<file path="config.mk">
export PLATFORM = sky130hd
export DESIGN_NAME = mux_scan_sampler
export DESIGN_NICKNAME = d
export VERILOG_FILES = /design/src/rtl/mux_scan_sampler.sv
export SDC_FILE = /design/constraint.sdc
export NUM_CORES = 1
export LEC_CHECK = 0
export ABC_AREA = 1
export CAP_MARGIN = 25
export CORE_MARGIN = 2
export CORE_UTILIZATION = 52
export DETAILED_ROUTE_END_ITERATION = 6
export PLACE_DENSITY = 0.72
export SETUP_SLACK_MARGIN = 0.5
export SLEW_MARGIN = 20
export SYNTH_ARGS = -nofsm -noshare
export SYNTH_HDL_FRONTEND = slang
export SYNTH_SLANG_ARGS = --single-unit
</file>
<file path="constraint.sdc">
create_clock -name clk -period 3.2 [get_ports clk]
set_clock_uncertainty 0.1 [all_clocks]
set_input_delay 0.64 -clock clk [delete_from_list [all_inputs] [get_ports clk]]
set_output_delay 0.64 -clock clk [all_outputs]
set_load 0.05 [all_outputs]
</file>
<file path="src/rtl/mux_scan_sampler.sv">
// mux_scan_sampler: steps the select lines of an external 4-to-1 mux through
// all four inputs at a divided rate, samples the mux output at the end of each
// step and presents the four samples as a nibble with a one-cycle valid pulse.
//
// Optional build macro MUX_SCAN_CONTINUOUS_EN: when defined, a completed scan
// rolls straight into the next one (free-running after the first start) and
// only resetn returns the block to IDLE. Undefined gives single-shot scans.
module mux_scan_sampler #(
  parameter int DIV_MAX = 49999999,
  parameter int DIV_W   = 26
) (
  input  logic       clk,
  input  logic       resetn,
  input  logic       start,
  input  logic       mux_out,
  output logic [1:0] sel,
  output logic [3:0] sample,
  output logic       valid,
  output logic       busy
);

  typedef enum logic [1:0] {
    IDLE = 2'd0,
    SCAN = 2'd1,
    DONE = 2'd2
  } state_t;

  localparam logic [DIV_W-1:0] DIV_RELOAD = DIV_W'(DIV_MAX);
  localparam logic [DIV_W-1:0] DIV_ONE    = DIV_W'(1);

  state_t           state;
  state_t           next_state;
  logic [DIV_W-1:0] divider;
  logic             tick;

  // A step ends when the divider has counted down to zero while scanning;
  // gating with SCAN keeps a DIV_MAX of zero from ticking in IDLE/DONE.
  assign tick = (state == SCAN) && (divider == '0);

  // State register with synchronous active-low reset.
  always_ff @(posedge clk) begin
    if (!resetn) begin
      state <= IDLE;
    end else begin
      state <= next_state;
    end
  end

  // Next-state logic: start only matters in IDLE, the fourth capture ends a scan.
  always_comb begin
    next_state = state;
    case (state)
      IDLE: begin
        if (start) next_state = SCAN;
      end
      SCAN: begin
        if (tick && (sel == 2'd3)) next_state = DONE;
      end
      DONE: begin
`ifdef MUX_SCAN_CONTINUOUS_EN
        next_state = SCAN;
`else
        next_state = IDLE;
`endif
      end
      default: next_state = IDLE;
    endcase
  end

  // Divider, select and sample registers; capture happens at the end of each
  // step so sel has been stable for the full step before mux_out is taken.
  always_ff @(posedge clk) begin
    if (!resetn) begin
      sel     <= 2'd0;
      sample  <= 4'b0000;
      divider <= DIV_RELOAD;
    end else begin
      case (state)
        SCAN: begin
          if (tick) begin
            sample[sel] <= mux_out;
            divider     <= DIV_RELOAD;
            if (sel != 2'd3) sel <= sel + 2'd1;
          end else begin
            divider <= divider - DIV_ONE;
          end
        end
        default: begin
          sel     <= 2'd0;
          divider <= DIV_RELOAD;
        end
      endcase
    end
  end

  // Status outputs decoded from the state.
  always_comb begin
    valid = (state == DONE);
    busy  = (state == SCAN);
  end

endmodule

</file>
Yosys cells after proc, flatten, opt, wreduce, memory -nomap -nowiden
Cells that the tools add are included.
{"block": "classes", "n_eq_ne": 6, "n_reduce_logical": 10, "muxes": 6, "magnitude_cmp": 2, "bitwise_logic": 2, "addsub": 2}
{"cell": "$logic_not A26 Y1", "n": 1}
{"cell": "$sub A26 B1 Y26 const B", "n": 1}
{"cell": "$reduce_and A2 Y1", "n": 4}
{"cell": "$bwmux W4", "n": 1}
{"cell": "$eq A2 B2 Y1 const B", "n": 2}
{"cell": "$mux W2", "n": 2}
{"cell": "$ne A2 B2 Y1 const B", "n": 2}
{"cell": "$pmux W2 S2", "n": 1}
{"cell": "$logic_and A1 B1 Y1", "n": 3}
{"cell": "$lt A2 B3 Y1 const B", "n": 1}
{"cell": "$reduce_or A3 Y1", "n": 1}
{"cell": "$add A2 B1 Y2 const B", "n": 1}
{"cell": "$demux W1 S2", "n": 1}
{"cell": "$eq A2 B1 Y1 const B", "n": 1}
{"cell": "$ge A2 B1 Y1 const B", "n": 1}
{"cell": "$logic_not A2 Y1", "n": 1}
{"cell": "$ne A2 B1 Y1 const B", "n": 1}
{"cell": "$not A1 Y1", "n": 2}
{"cell": "$mux W1", "n": 1}
{"block": "totals", "in_bits": 4, "out_inout_bits": 8, "reg_bits": 34, "wordCells": 32}

Logic depth before layout (Yosys ltp)
{"block": "logic_depth", "ltp_word": 5, "depth_mapped": 11, "mapped_depth_nobuf": 11}

Least setup slack after synthesis
No wires, ideal clock.
{"block": "synth_timing", "path_kind": "register -> output", "startpoint": "register state[1]", "endpoint": "output valid", "path_buffers": 0, "path_stages_with_launch": 3, "t_arrival_ns": 0.986, "path_slack_ns": 1.474, "cell_sequence": "dfxtp_1 inv_2 nor2_1"}
{"block": "synth_via", "elab_chain_cells": 1}
{"element": "start: declaration", "line_no": "31", "rtl": "state_t state;"}
{"element": "start signal: assignment", "line_no": "45", "rtl": "state <= next_state;"}
{"element": "$eq A2 B2 Y1", "line_no": "98", "rtl": "valid = (state == DONE);"}
{"element": "end: declaration", "line_no": "18", "rtl": "output logic valid,"}
No other way between the ends.

Final worst setup path
{"block": "layout_timing", "startpoint": "register state[0]", "endpoint": "output busy"}
{"block": "layout_via", "elab_chain_cells": 1}
{"element": "$eq A2 B1 Y1", "line_no": "99", "rtl": "busy = (state == SCAN);"}
{"element": "end: declaration", "line_no": "19", "rtl": "output logic busy"}
No other way between the ends.

==> metrics.txt <==
post-layout net count 284; type of the worst setup path reg2out; Static Leakage 0.880 nW; Hold Path Cell Cnt 1; share of cells above drive strength 1 approximately 11%; CTS tree yes; Worst Hold Slack 304 ps; CTS HTree Levels 2; fillcell total 320; Worst R2R End divider[23]; area leader, netlist dfxtp_1; Synth Flop Type dfxtp_1; pwr dens 357 nW/um^2; CTS root buf clkbuf_4; routability cong. 0.814; EDFF count, synth 0; die width about 62 um; CTS Sinks 34; peak supply drop 0.000237 V; final worst setup slack 840 ps; wire per inst 9.58 um; deepest clock path buffer count 2; setup TNS 0 ps; power consumption approximately 700 uW; remaining global-route overflow 0; Post-route DRC 0; Hold Path Class reg2reg; asr flop ratio synth 0%; Max-cap violations 0; worst skew pair latency 340 ps; flop and latch count out of synthesis 34; Tcrit/Tclk final 73.8%; WP data required 2460 ps; Switching Share around 23%; flop-to-flop setup slack around 1300 ps; worst reg-to-reg path cell count 10; Starting DRT DRC Count 60; worst hold path endpoint divider[0]; RSZ-0062 raised after global routing no; fin. max-slew vios 0; pre-CTS WS 927 ps; most common cell in the synthesized netlist nand2_1; status finished clean; CP max-delay cell clkdlybuf4s50_1; sequential share of the synthesized area 38.9%; Hold Vio Cnt, Final 0; initial antenna violation count 0; post-layout min period 2360 ps; dpl cell area about 1900 sq um; Worst R2R Start divider[0]; Antenna Nets Post-Route 0; critical path peak fanout 3; # IOs 12; worst path cell trace nand2_1 -> inv_1 -> clkdlybuf4s50_1; CP startpoint kind flip-flop; initial core utilization 53.2%; clock share of power 35.5%; Rows 21; Inserted Clock Buffers 5; vias in the first global route 1241; slowest stage delay, CP 800 ps; Least-Margin Pin Slew between 400 and 500 ps; post-layout util 59.5%; min-delay src divider[0]; CTS resizes 0; Setup Viol. Count Final 0; first-pass iteration count of the detailed router 4; switching power 157 uW; Slew HR roughly two thirds; CP Capture Type primary output; Flop pwr share between 60% and 70%; Reg clk slew, reported paths approximately 100 ps; post-CTS setup buffer count 0; Vias/cell 4.71; dpl hpwl ~2400 um; die span in y between 60 and 70 um; post-synthesis cell area 1750 sq um; Yosys cell types 23; Comb power frac 3.4%; fin cells 322; P_int 540 uW; largest net degree at the start of global routing 16; Yosys top cell area share 38.9%; total routed wirelength 3080 um; # hold bufs at CTS 0; final std cell area, no fill 1950 sq um; overall routing resource usage between 10% and 20%; fmax 424 MHz; main area contributors after synthesis dfxtp_1 (39%), nand2_1 (12%), nor2_1 (12%); Diodes inserted 0; synthesis-to-layout area growth 11.7%; cells after synthesis 259; syn_nets 268; IO Port Bufs 11; first-pass GRT wire length 5380 um; Critical Path AT roughly 1600 ps; synthesized area per cell 6.75 sq um; Die ar. 3840 sq um; synth warn 0; CORE AREA between 3000 and 4000 sq um; Vias 1517; Post-synth top cells nand2_1 (57), nor2_1 (56), dfxtp_1 (34); dpl cells 314
[layout make-up]
class	instances	area, sq um	area share [%]
well taps	46	57.6	2.95
flip-flops and latches	34	681	34.8
inverters	38	143	7.30
clock buffers	7	55.1	2.82
multi-input cells	185	902	46.2
repair buffers	11	110	5.64
clock inverters	1	5.00	0.256
[flip-flops by register name, indices dropped and copies added, names as in the netlist]
register	flops
divider	26
sample	4
sel	2
state	2
[kinds of logic after synthesis]
kind of cell / after synthesis / synth area share (%)
buf+inv: 40 / 9.45
flops: 34 / 38.9
compound gates: 16 / 4.72
xor+xnor: 6 / 3.01
simple gates: 158 / 40.3
fa+ha+maj: 5 / 3.58
[power by group through the flow]
| stage | Sequential, mW | Clock (mW) | Combinational (mW) |
|---|---|---|---|
| global placement | 0.436 | 0 | 0.0242 |
| global route | 0.426 | 0.279 | 0.0268 |
| floorplan | 0.435 | 0 | 0.0173 |
| detailed placement | 0.435 | 0 | 0.0244 |
| finish | 0.426 | 0.247 | 0.0240 |
| CTS | 0.426 | 0.257 | 0.0244 |
[worst max path at each step]
| stage | cells after the start | to | from |
|---|---|---|---|
| CTS | 3 | busy | state[0] |
| global route | 3 | busy | state[0] |
| detailed placement | 6 | divider[20] | resetn |
| floorplan | 2 | valid | state[1] |
| finish | 3 | busy | state[0] |
| global placement | 6 | divider[20] | resetn |
[critical path, delay by kind of cell (launching register included)]
family        cells  cell delay (ps)
simple gates      1               70
buf+inv           2              870
flops             1              360
[placed cells by master, fill, tap and decap left out]
master / n
xnor2_1: 3
dfxtp_1: 34
o21ai_1: 3
inv_2: 11
clkbuf_4: 5
o211ai_1: 1
nand3_1: 26
nor3_1: 2
inv_1: 27
nor2_8: 1
clkdlybuf4s50_1: 11
nand2_1: 57
nor2_1: 56
or2_0: 1
clkbuf_1: 1
nand2_4: 1
nand4_1: 4
or2_2: 1
ha_1: 5
nand2_2: 4
nor2_2: 2
a21oi_1: 8
clkbuf_8: 1
xor2_1: 3
clkinv_2: 1
o21ai_0: 4
nor2_4: 3
[metal layers]
metal | up-vias | track usage (%) | wire [um]
met1 | 648 | 26.7 | 1570
met5 | - | 0 | 0
li1 | 839 | - | -
met2 | 24 | 29.3 | 1340
met3 | 6 | 6.21 | 125
met4 | 0 | 5.47 | 42
(Power assumes the default switching activity.)
